<file path="config.mk">
export PLATFORM = sky130hd
export DESIGN_NAME = alu_md_unit
export DESIGN_NICKNAME = d
export VERILOG_FILES = /design/src/rtl/alu_md_unit.sv
export SDC_FILE = /design/constraint.sdc
export NUM_CORES = 1
export LEC_CHECK = 0
export ABC_AREA = 1
export BUFFER_PORTS_ARGS = -buffer_cell sky130_fd_sc_hd__buf_2
export CAP_MARGIN = 5
export CORE_MARGIN = 4
export CORE_UTILIZATION = 35
export DETAILED_ROUTE_END_ITERATION = 10
export GPL_TIMING_DRIVEN = 0
export MAX_ROUTING_LAYER = met4
export PLACE_DENSITY_LB_ADDON = 0.12
export SLEW_MARGIN = 20
export SYNTH_ARGS = -nofsm -noshare
export SYNTH_HDL_FRONTEND = slang
export SYNTH_SLANG_ARGS = --single-unit
</file>
<file path="constraint.sdc">
create_clock -name clk -period 4.3 [get_ports clk]
set_input_delay 0.43 -clock clk [delete_from_list [all_inputs] [get_ports clk]]
set_output_delay 0.43 -clock clk [all_outputs]
set_load 0.01 [all_outputs]
</file>
<file path="src/rtl/alu_md_unit.sv">
// alu_md_unit: single-cycle ALU with iterative multu (and optional divu) writing HI/LO.
// Define ALU_MD_DIV_EN to build the restoring divider and the DIV state.
module alu_md_unit #(
  parameter int unsigned WIDTH = 32,
  localparam int unsigned SHW = $clog2(WIDTH)
) (
  input  logic             clk,
  input  logic             rst_n,
  input  logic             in_valid,
  output logic             in_ready,
  input  logic [1:0]       alu_op,
  input  logic [5:0]       funct,
  input  logic [SHW-1:0]   shamt,
  input  logic [WIDTH-1:0] op_a,
  input  logic [WIDTH-1:0] op_b,
  output logic             out_valid,
  output logic [WIDTH-1:0] result,
  output logic             zero,
  output logic             illegal,
  output logic             busy
);

  localparam logic [5:0] F_SLL   = 6'd0;
  localparam logic [5:0] F_MFHI  = 6'd16;
  localparam logic [5:0] F_MFLO  = 6'd18;
  localparam logic [5:0] F_MULTU = 6'd25;
  localparam logic [5:0] F_DIVU  = 6'd27;
  localparam logic [5:0] F_ADD   = 6'd32;
  localparam logic [5:0] F_SUB   = 6'd34;
  localparam logic [5:0] F_AND   = 6'd36;
  localparam logic [5:0] F_OR    = 6'd37;
  localparam logic [5:0] F_SLT   = 6'd42;

  typedef enum logic [1:0] {
    S_IDLE = 2'd0,
`ifdef ALU_MD_DIV_EN
    S_DIV  = 2'd2,
`endif
    S_MUL  = 2'd1
  } state_e;

  state_e           state_q, state_d;
  logic [SHW-1:0]   cnt_q, cnt_d;
  logic [WIDTH-1:0] hi_q, hi_d;
  logic [WIDTH-1:0] lo_q, lo_d;
  logic [WIDTH-1:0] opr_q, opr_d;
  logic [WIDTH-1:0] result_q, result_d;
  logic             zero_q, zero_d;
  logic             illegal_q, illegal_d;
  logic             out_valid_q, out_valid_d;
  logic             in_ready_q, in_ready_d;
  logic             busy_q, busy_d;

  logic             accept_c;
  logic             is_mul_c;
  logic             is_div_c;
  logic             last_iter_c;
  logic [WIDTH-1:0] alu_res_c;
  logic             alu_ill_c;
  logic [WIDTH:0]   mul_sum_c;

  assign accept_c    = in_valid && in_ready_q;
  assign is_mul_c    = accept_c && (alu_op == 2'b10) && (funct == F_MULTU);
  assign last_iter_c = (cnt_q == SHW'(WIDTH - 1));
  // One shift-add step: conditionally add the multiplicand into the upper half.
  assign mul_sum_c   = {1'b0, hi_q} + (lo_q[0] ? {1'b0, opr_q} : {(WIDTH + 1){1'b0}});

`ifdef ALU_MD_DIV_EN
  logic [WIDTH:0] div_shift_c;
  logic [WIDTH:0] div_diff_c;
  assign is_div_c    = accept_c && (alu_op == 2'b10) && (funct == F_DIVU);
  // Restoring step: borrow in the top bit means the trial subtract failed.
  assign div_shift_c = {hi_q, lo_q[WIDTH-1]};
  assign div_diff_c  = div_shift_c - {1'b0, opr_q};
`else
  assign is_div_c    = 1'b0;
`endif

  // State register
  always_ff @(posedge clk or negedge rst_n) begin
    if (!rst_n) begin
      state_q <= S_IDLE;
    end else begin
      state_q <= state_d;
    end
  end

  // Next-state logic
  always_comb begin
    state_d = state_q;
    case (state_q)
      S_IDLE: begin
        if (is_mul_c) begin
          state_d = S_MUL;
`ifdef ALU_MD_DIV_EN
        end else if (is_div_c) begin
          state_d = S_DIV;
`endif
        end
      end
      S_MUL: if (last_iter_c) state_d = S_IDLE;
`ifdef ALU_MD_DIV_EN
      S_DIV: if (last_iter_c) state_d = S_IDLE;
`endif
      default: state_d = S_IDLE;
    endcase
  end

  // Single-cycle operation decode
  always_comb begin
    alu_res_c = '0;
    alu_ill_c = 1'b0;
    case (alu_op)
      2'b00: alu_res_c = op_a + op_b;
      2'b01: alu_res_c = op_a - op_b;
      2'b11: alu_res_c = op_a | op_b;
      default: begin
        case (funct)
          F_ADD:   alu_res_c = op_a + op_b;
          F_SUB:   alu_res_c = op_a - op_b;
          F_AND:   alu_res_c = op_a & op_b;
          F_OR:    alu_res_c = op_a | op_b;
          F_SLL:   alu_res_c = op_b << shamt;
          F_SLT:   alu_res_c = WIDTH'($signed(op_a) < $signed(op_b));
          F_MFHI:  alu_res_c = hi_q;
          F_MFLO:  alu_res_c = lo_q;
          F_MULTU: alu_res_c = '0;
`ifdef ALU_MD_DIV_EN
          F_DIVU:  alu_res_c = '0;
`endif
          default: alu_ill_c = 1'b1;
        endcase
      end
    endcase
  end

  // Datapath and output next values
  always_comb begin
    cnt_d       = cnt_q;
    hi_d        = hi_q;
    lo_d        = lo_q;
    opr_d       = opr_q;
    result_d    = result_q;
    zero_d      = zero_q;
    illegal_d   = illegal_q;
    out_valid_d = 1'b0;
    in_ready_d  = (state_d == S_IDLE);
    busy_d      = (state_d != S_IDLE);
    case (state_q)
      S_IDLE: begin
        if (is_mul_c) begin
          cnt_d = '0;
          hi_d  = '0;
          lo_d  = op_b;
          opr_d = op_a;
        end else if (is_div_c) begin
          cnt_d = '0;
          hi_d  = '0;
          lo_d  = op_a;
          opr_d = op_b;
        end else if (accept_c) begin
          result_d    = alu_res_c;
          zero_d      = (alu_res_c == '0);
          illegal_d   = alu_ill_c;
          out_valid_d = 1'b1;
        end
      end
      S_MUL: begin
        {hi_d, lo_d} = {mul_sum_c, lo_q[WIDTH-1:1]};
        cnt_d        = cnt_q + SHW'(1);
      end
`ifdef ALU_MD_DIV_EN
      S_DIV: begin
        hi_d  = div_diff_c[WIDTH] ? div_shift_c[WIDTH-1:0] : div_diff_c[WIDTH-1:0];
        lo_d  = {lo_q[WIDTH-2:0], ~div_diff_c[WIDTH]};
        cnt_d = cnt_q + SHW'(1);
      end
`endif
      default: cnt_d = '0;
    endcase
    if (state_q != S_IDLE && last_iter_c) begin
      cnt_d       = '0;
      result_d    = lo_d;
      zero_d      = (lo_d == '0);
      illegal_d   = 1'b0;
      out_valid_d = 1'b1;
    end
  end

  // Datapath registers
  always_ff @(posedge clk or negedge rst_n) begin
    if (!rst_n) begin
      cnt_q       <= '0;
      hi_q        <= '0;
      lo_q        <= '0;
      opr_q       <= '0;
      result_q    <= '0;
      zero_q      <= 1'b1;
      illegal_q   <= 1'b0;
      out_valid_q <= 1'b0;
      in_ready_q  <= 1'b0;
      busy_q      <= 1'b0;
    end else begin
      cnt_q       <= cnt_d;
      hi_q        <= hi_d;
      lo_q        <= lo_d;
      opr_q       <= opr_d;
      result_q    <= result_d;
      zero_q      <= zero_d;
      illegal_q   <= illegal_d;
      out_valid_q <= out_valid_d;
      in_ready_q  <= in_ready_d;
      busy_q      <= busy_d;
    end
  end

  assign in_ready  = in_ready_q;
  assign out_valid = out_valid_q;
  assign result    = result_q;
  assign zero      = zero_q;
  assign illegal   = illegal_q;
  assign busy      = busy_q;

endmodule
</file>
==> results_dict.tcl, run 1 <==
set metrics [dict create \
    holdCritPathClass "primary input to register" \
    synth_top_flop_cell "dfrtp_1" \
    layout.nets 3334 \
    cts_made_buffers 17 \
    worstMarginPinSlew_ps 1240 \
    wl_per_cell_um 25.1 \
    drtPass1Iterations 7 \
    finalSetupTns_ps 0 \
    avgSynthCellArea_um2 5.80 \
    hold_viol 0 \
    crit_type "primary input to register" \
    drc_errors 0 \
    grt_start_max_net_pins 83 \
    num_rows 81 \
    powerDensity_nw_per_um2 270 \
    yosysWarnings 0 \
    design_area_um2 19300 \
    outcome "complete, no violations" \
    grt_pass1_vias 19800 \
    crit_fanout 5 \
    die_x_um 230 \
    antenna_left 0 \
    die_y_um 230 \
    cts.sinks 140 \
    clock_latency_ps 430 \
    multiInputGateArea_um2 11500 \
    cts_tree "yes" \
    endpoint_kind "register" \
    cp.required_ps 4670 \
    p_leak_nw 10.8 \
    synth_cells 2971 \
    dr.first_iter.drc_count 2302 \
    fin_skew_ps 8.90 \
    start_kind "primary input" \
    finalSetupViolations 0 \
    placed_area_um2 18700 \
    drv_slew 0 \
    netlist_area_um2 17200 \
    layout-drive-gt1-share_pct 6.64 \
    fill_cells 5527 \
    clock_path_buffers 2 \
    dp.cells 3748 \
    drt-total-wl_mm 94.8 \
    syn_nets 3201 \
    post_cts_buffers 0 \
    synth_async_sr_flop_share_pct 100 \
    period_needed_ps 4100 \
    rsz0062_at_grt "no" \
    grt_usage_pct 35.7 \
    fin_crit_sh_pct 95.4 \
    core_um2 48700 \
    maxCapViolations 0 \
    hpwl_mm 80.9 \
    setup_ws_ps 196 \
    grt_overflow 0 \
    pre_cts_slack_ps -112 \
    gp_congestion 1.02 \
    die-area_um2 52800 \
    ys_seq_area_share_pct 20.3 \
    final-seq-area_um2 3500 \
    cp.arrival_ps 4470 \
    ir_drop_uv 249 \
    start_util_pct 35.3 \
    fin_cells 3782 \
    cts_root_buffer "clkbuf_16" \
    synthToLayoutAreaGrowth_pct 11.9 \
    netlist-cell-type-count 48 \
    synth-seq-cells 140 \
    synth_edf_count 0 \
    power_mw 5.21 \
    slew_headroom_pct 16.8 \
    cts-htree-levels 4 \
    clk_pin_slew_ps 60 \
    grt_pass1_wl_mm 134 \
    port_buffers 112 \
    antenna_found_initial 2 \
    via_count 21000 \
    avgViaCountPerCell 5.54 \
    num_io_pins 117 \
    fmax_ghz 0.244 \
]
## placed cells by master (no fill, tap or decap), types with 5 or more instances in the layout
master,n
a31oi_1,6
clkbuf_16,17
o211ai_1,42
xor2_1,7
o21ai_0,135
nand3_1,393
o21ai_1,5
nand2_1,912
dfrtp_1,139
nand4_1,29
buf_2,144
a221oi_1,8
a22oi_1,9
inv_2,9
o22ai_1,45
nor2_1,297
or2_2,6
nor2_4,5
nor3_1,12
o221ai_1,17
ha_1,147
clkbuf_1,73
o21bai_1,11
inv_1,440
buf_1,8
a21oi_1,122
nand3b_1,10
xnor2_1,10
## through the flow
stage / hold slack [ps] / util, %
after floorplan: 134 / -
after detailed placement: 407 / 38.3
after global routing: 393 / 39.5
final: 391 / 39.5
after global placement: 462 / 38.2
after CTS: 357 / 39.5
## power breakdown
part | internal, mW | leakage (nW) | switching [mW] | total (mW)
sequential | 1.44 | 1.64 | 0.0986 | 1.54
combinational | 0.600 | 8.87 | 1.53 | 2.13
clock | 0.928 | 0.292 | 0.614 | 1.54
## critical path: stages
cell,delay [ps]
buf_2,100
inv_1,110
ha_1,320
fa_1,470
inv_1,120
nand2_1,160
nand2_1,200
nand4_1,140
nand2_1,220
nand2_1,100
nand2_1,180
nand3_1,120
nand2_1,120
nand2_1,120
nand3_1,280
nand2_1,100
a21oi_1,720
nand3_1,150
nor2_1,130
nand2_1,60
a21oi_2,120
## synth_stat cells (all sizes together) (8+ instances only)
library cell | instances | area, um2
o211ai | 42 | 315
nand2 | 912 | 3420
o22ai | 45 | 282
nor3 | 12 | 60.1
a221oi | 8 | 70.1
buf | 44 | 229
o21bai | 11 | 82.6
a22oi | 9 | 67.6
nand3b | 10 | 75.1
o21ai | 140 | 701
ha | 147 | 1840
nand3 | 393 | 1970
nor2 | 305 | 1190
nand4 | 30 | 203
dfrtp | 139 | 3480
inv | 449 | 1690
clkbuf | 73 | 274
o221ai | 17 | 149
a21oi | 123 | 619
xnor2 | 10 | 87.6
## final timing paths
kind	startpoint	to	slack [ps]	depth (start not counted)
max in group asynchronous	rst_n	zero	2930	3
min reg2reg	opr_q[14]	opr_q[14]	480	2
max reg2reg	lo_q[0]	hi_q[26]	460	20
min in group asynchronous	rst_n	cnt_q[3]	530	2
max	op_a[0]	zero	200	21
min	op_b[26]	lo_q[26]	390	3
## what timing repair did
action	in CTS	in global routing
setup endpoints to repair	0	0
hold endpoints to repair	58	0
hold buffers	1	0
resized for setup	0	0
## routing by layer
layer  share of wire (%)  routed length, um  vias up  global-route usage (%)
li1                    -                  -     9847                       -
met1                  44              41300     9934                    48.5
met2                  44              42000     1032                    55.4
met3                 8.3               7890      139                    4.39
met4                 3.8               3620        0                    11.9
met5                   0                  0        -                       -
## final cells by class
class                   count  area share (%)
diodes                      1          0.0130
plain buffers             117            2.61
clock buffers              18            2.28
clock inverters            14           0.870
inverters                 452            8.80
multi-input cells        2262            59.8
flip-flops and latches    140            18.2
well taps                 664            4.31
repair buffers            114            3.16
## cells by family after synthesis
group                      synth area share (%)
and+or+nand+nor                            40.7
buffers and inverters                      12.8
AOI/OAI and AO/OA                          14.3
adders and majority gates                  11.0
DFF                                        20.3
xor gates and xnor gates                  0.864
other                                    0.0218
## state kept, by name, summed over array words and instances (netlist names)
name and count:
busy 1, lo_q 32, hi_q 32, illegal 1, state_q 2, opr_q 32
result 32, out_valid 1, cnt_q 5, in_ready 1, zero 1
Power figures use the tool's default switching activity.
==> inputs of run 2 (changes only) <==
CELL_PAD_IN_SITES_DETAIL_PLACEMENT = 0   (was not set)
CELL_PAD_IN_SITES_GLOBAL_PLACEMENT = 2   (was not set)
==> run 2 against run 1 <==
- non-clock buffer count unchanged
- flip-flop and latch count unchanged
- register-to-register slack better by 120 ps
- critical path depth stayed put
- die area unchanged
- cell count is essentially flat
- sequential share of layout area is essentially flat
- largest power group unchanged
- global-route usage shrank 0.65 points
- worst hold slack got worse by 15 ps
- highest routed layer unchanged
- largest cell class unchanged
- setup slack better by 67 ps
- first-iteration DRC count rose by 3.6%
- clock skew about the same
==> results_dict.tcl, run 2 (synthesized netlist as in run 1, its figures left out) <==
set metrics [dict create \
    worstMarginPinSlew_ps 1020 \
    drc_errors 0 \
    via_count 20700 \
    drtPass1Iterations 6 \
    antenna_found_initial 2 \
    cts_made_buffers 17 \
    crit_type "primary input to register" \
    clk_pin_slew_ps 60 \
    endpoint_kind "register" \
    drt-total-wl_mm 93.1 \
    avgViaCountPerCell 5.48 \
    finalSetupTns_ps 0 \
    rsz0062_at_grt "no" \
    final_cell_mix "nand2_1, inv_1, nand3_1" \
    period_needed_ps 4040 \
    hold_viol 0 \
    cts_tree "yes" \
    layout.nets 3334 \
    ir_drop_uv 256 \
    wl_per_cell_um 24.6 \
    cpMaxStageDelayCell "a21oi_1" \
    die-area_um2 52800 \
    p_leak_nw 10.8 \
    grt_start_max_net_pins 86 \
    outcome "complete, no violations" \
    dr.first_iter.drc_count 2386 \
    path_cells "buf_2, inv_1, ha_1, fa_1, inv_1, nand2_1, nand2_1, nand4_1, nand2_1, nand2_1, nand2_1, nand2_1, nand3_1, nand3b_1, a21oi_1, nand3_1, nor2_1, nand2_1, nor2_1, nand2_1, a21oi_2" \
    grt_pass1_vias 19500 \
    use_met2_pct 54.4 \
    clock_path_buffers 2 \
    fmax_ghz 0.248 \
    grt_use_met3_pct 4.04 \
    maxCapViolations 0 \
    cts.sinks 140 \
    cp.required_ps 4660 \
    grt_overflow 0 \
    hpwl_mm 79.6 \
    crit_fanout 5 \
    num_io_pins 117 \
    port_buffers 112 \
    cts_root_buffer "clkbuf_16" \
    cp.arrival_ps 4400 \
    finalSetupViolations 0 \
    fin_skew_ps 9.04 \
    fin_cells 3784 \
    powerDensity_nw_per_um2 264 \
    whs_ps 376 \
    slew_headroom_pct 31.8 \
    fin_crit_sh_pct 93.9 \
    holdCritPathClass "primary input to register" \
    drv_slew 0 \
    grtUsageMet1_pct 47.6 \
    layout_commonest_cell "nand2_1" \
    core_um2 48700 \
    num_rows 81 \
    die_y_um 230 \
    synthToLayoutAreaGrowth_pct 11.7 \
    setup_ws_ps 263 \
    grt_pass1_wl_mm 132 \
    gp_congestion 1.05 \
    grt_usage_pct 35.1 \
    start_util_pct 35.3 \
    clock_latency_ps 430 \
    layout-drive-gt1-share_pct 6.64 \
    crit_top_cell "nand2_1" \
    grt-busiest-layer "met2" \
    die_x_um 230 \
    pre_cts_slack_ps -170 \
    max_stage_delay_ps 580 \
    antenna_left 0 \
    start_kind "primary input" \
    dp.cells 3748 \
    cts-htree-levels 4 \
]
## run 2: cell count changes in the layout (fill, tap and decap cells not counted), moves of 2 or more
cell,change
clkbuf_1,+2
bufinv_16,-2
inv_6,-2
diode_2,+2
## run 2: timing repair
action                                  in CTS  in global routing
setup buffers                                0                  0
hold buffers                                 1                  0
endpoints found under the setup margin       0                  1
endpoints found under the hold margin       54                  0
gates resized for setup                      0                  1
## run 2: power breakdown
part / switching, mW / internal, mW / leakage, nW
logic: 1.52 / 0.601 / 8.87
clock network: 0.600 / 0.822 / 0.269
registers: 0.0992 / 1.44 / 1.64
total: 2.22 / 2.86 / 10.8
## run 2: per-layer routing
metal	up-vias	wire length (um)
met5	-	0
met4	0	3650
met3	155	7190
met2	955	41200
met1	9770	41100
li1	9842	-
## run 2: final timing paths
kind	start	to	slack, ps	depth (start not counted)
max in group asynchronous	rst_n	hi_q[0]	2980	3
hold / removal	op_b[26]	lo_q[26]	380	3
hold reg to reg	cnt_q[4]	cnt_q[4]	480	2
setup reg to reg	lo_q[0]	hi_q[26]	580	20
min in group asynchronous	rst_n	hi_q[30]	490	2
setup / recovery	op_a[0]	zero	260	21
## run 2: cell type report
type / instances / area (um2)
Fill cell: 5476 / 29500
Multi-Input combinational cell: 2262 / 11500
Sequential cell: 140 / 3500
Inverter: 452 / 1700
Tap cell: 664 / 831
Timing Repair Buffer: 114 / 608
Buffer: 117 / 503
Clock buffer: 21 / 460
Clock inverter: 11 / 95.1
Antenna cell: 3 / 7.51
## run 2: critical path, delay by kind of cell
| kind | cells | cell delay [ps] |
|---|---|---|
| buf+inv | 3 | 330 |
| compound gates | 2 | 720 |
| simple gates | 14 | 2140 |
| fa+ha+maj | 2 | 770 |
## run 2: stage by stage
step / power [mW] / utilization, % / instance area, um2
detailed placement: 3.61 / 38.3 / 18700
CTS: 5.03 / 39.4 / 19200
global placement: 3.59 / 38.2 / 18600
global route: 5.34 / 39.4 / 19200
finish: 5.08 / 39.5 / 19200
floorplan: 2.79 / - / 17200
==> inputs of run 3 (changes only) <==
REMOVE_ABC_BUFFERS = 1   (was not set)
==> run 3 against run 2 <==
- critical path type unchanged
- clock power increased by 7%
- combinational power decreased by 2%
- highest routed layer unchanged
- global-route usage decreased by 2.5 points
- fmax decreased by 2.9%
- total power increased by 1.3%
- flip-flop and latch count unchanged
==> results_dict.tcl, run 3 (synthesized netlist as in run 1, its figures left out) <==
set metrics [dict create \
    outcome "complete, no violations" \
    fin_util_pct 39.0 \
    grt_usage_pct 32.5 \
    crit_top_cell "nand2_1" \
    rsz0062_at_grt "no" \
    clock_path_buffers 2 \
    finalSetupViolations 0 \
    fin_crit_sh_pct 96.7 \
    cp.required_ps 4660 \
    power_mw 5.14 \
    drc_errors 0 \
    antenna_found_initial 3 \
    layout-drive-gt1-share_pct 6.61 \
    path_buf_inv 4 \
    port_buffers 116 \
    wl_per_cell_um 23.5 \
    core_um2 48700 \
    crit_path_start "funct[4]" \
    num_rows 81 \
    cts.sinks 140 \
    antenna_left 0 \
    cts_tree "yes" \
    cts_root_buffer "clkbuf_16" \
    start_kind "primary input" \
    drtPass1Iterations 6 \
    reg2reg_from "state_q[1]" \
    max_stage_delay_ps 890 \
    dr.first_iter.drc_count 2133 \
    fin_skew_ps 10.9 \
    final_cell_mix "nand2_1, inv_1, nand3_1" \
    pre_cts_slack_ps -718 \
    worstMarginPinSlew_ps 1180 \
    via_count 20200 \
    path_cells "buf_2, inv_2, nand2_1, nor2_2, nand2_1, clkinv_2, nand2_1, nand2_1, inv_1, nand3_1, a21oi_1, nand3_1, nor2_1, nand3_1, nor2_1, nand2_1, nor2_1, nand2_1, a21oi_2" \
    clock_latency_ps 430 \
    clk_pin_slew_ps 60 \
    powerDensity_nw_per_um2 270 \
    grt_pass1_wl_mm 124 \
    hpwl_mm 71.0 \
    grt_pass1_vias 18800 \
    setup_ws_ps 141 \
    fmax_ghz 0.240 \
    cpMaxStageDelayCell "nand2_1" \
    gp_congestion 1.01 \
    period_needed_ps 4160 \
    whs_ps 6.07 \
    hold_viol 0 \
    cpLargestDelayFamily "simple AND/OR/NAND/NOR gates" \
    slew_headroom_pct 21.2 \
    drt-total-wl_mm 86.5 \
    avgViaCountPerCell 5.50 \
    finalSetupTns_ps 0 \
    die_x_um 230 \
    crit_fanout 21 \
    grt_start_max_net_pins 87 \
    crit_type "primary input to register" \
    synthToLayoutAreaGrowth_pct 10.4 \
    maxCapViolations 0 \
    drv_slew 0 \
    post_cts_buffers 0 \
    ir_drop_uv 242 \
    num_io_pins 117 \
    cts_made_buffers 17 \
    start_util_pct 35.3 \
    grt_overflow 0 \
    die-area_um2 52800 \
    p_leak_nw 10.7 \
    holdCritPathClass "primary input to async pin" \
    endpoint_kind "register" \
    cts-htree-levels 4 \
    layout.nets 3228 \
    cp.arrival_ps 4520 \
    die_y_um 230 \
    layout_commonest_cell "nand2_1" \
]
==> run 3: cell types whose count changed in the layout (fill, tap and decap cells not counted), moves of 3 or more <==
cell,previous run,this run
nor2_1,296,291
buf_1,8,0
buf_12,0,5
buf_6,3,0
buf_16,1,4
nor2_4,5,11
inv_1,440,435
clkbuf_1,75,1
inv_2,9,13
buf_2,144,115
==> run 3: path summary, 6_finish.rpt <==
path | depth (start not counted) | end | slack [ps]
worst min register to register | 2 | opr_q[26] | 480
min in group clk | 3 | lo_q[26] | 370
worst max register to register | 11 | zero | 710
worst min-delay path | 1 | busy | 6
max in group asynchronous | 2 | zero | 3480
worst max-delay path | 19 | zero | 140
==> run 3: what timing repair did <==
item                                    4_1_cts  5_1_grt
hold buffers                                  0        0
endpoints found under the setup margin        1        0
resized for setup                             1        0
hold endpoints to repair                      0        0
==> run 3: cell type report <==
class | instances | area, um2
multi-input cells | 2262 | 11600
clock buffers | 18 | 429
flip-flops and latches | 140 | 3510
well taps | 664 | 831
diodes | 2 | 5.00
repair buffers | 125 | 801
fillers | 5541 | 29700
inverters | 452 | 1700
clock inverters | 14 | 170
==> run 3: layer usage <==
metal / routed length [um] / vias up / global-route usage [%]
li1: - / 9622 / -
met1: 39900 / 9629 / 46.9
met2: 37700 / 898 / 49.3
met3: 6880 / 77 / 3.22
met4: 2000 / 0 / 7.50
met5: 0 / - / -
==> run 3: report_power, final <==
| part | switching (mW) | internal (mW) |
|---|---|---|
| sequential | 0.107 | 1.44 |
| clock | 0.610 | 0.913 |
| combinational | 1.48 | 0.599 |
| total | 2.20 | 2.95 |
==> run 3: stage by stage <==
step	cells	area (um2)
finish	3677	19000
global route	3677	19000
CTS	3675	19000
detailed placement	3643	18400
global placement	3634	18100
floorplan	2854	16700
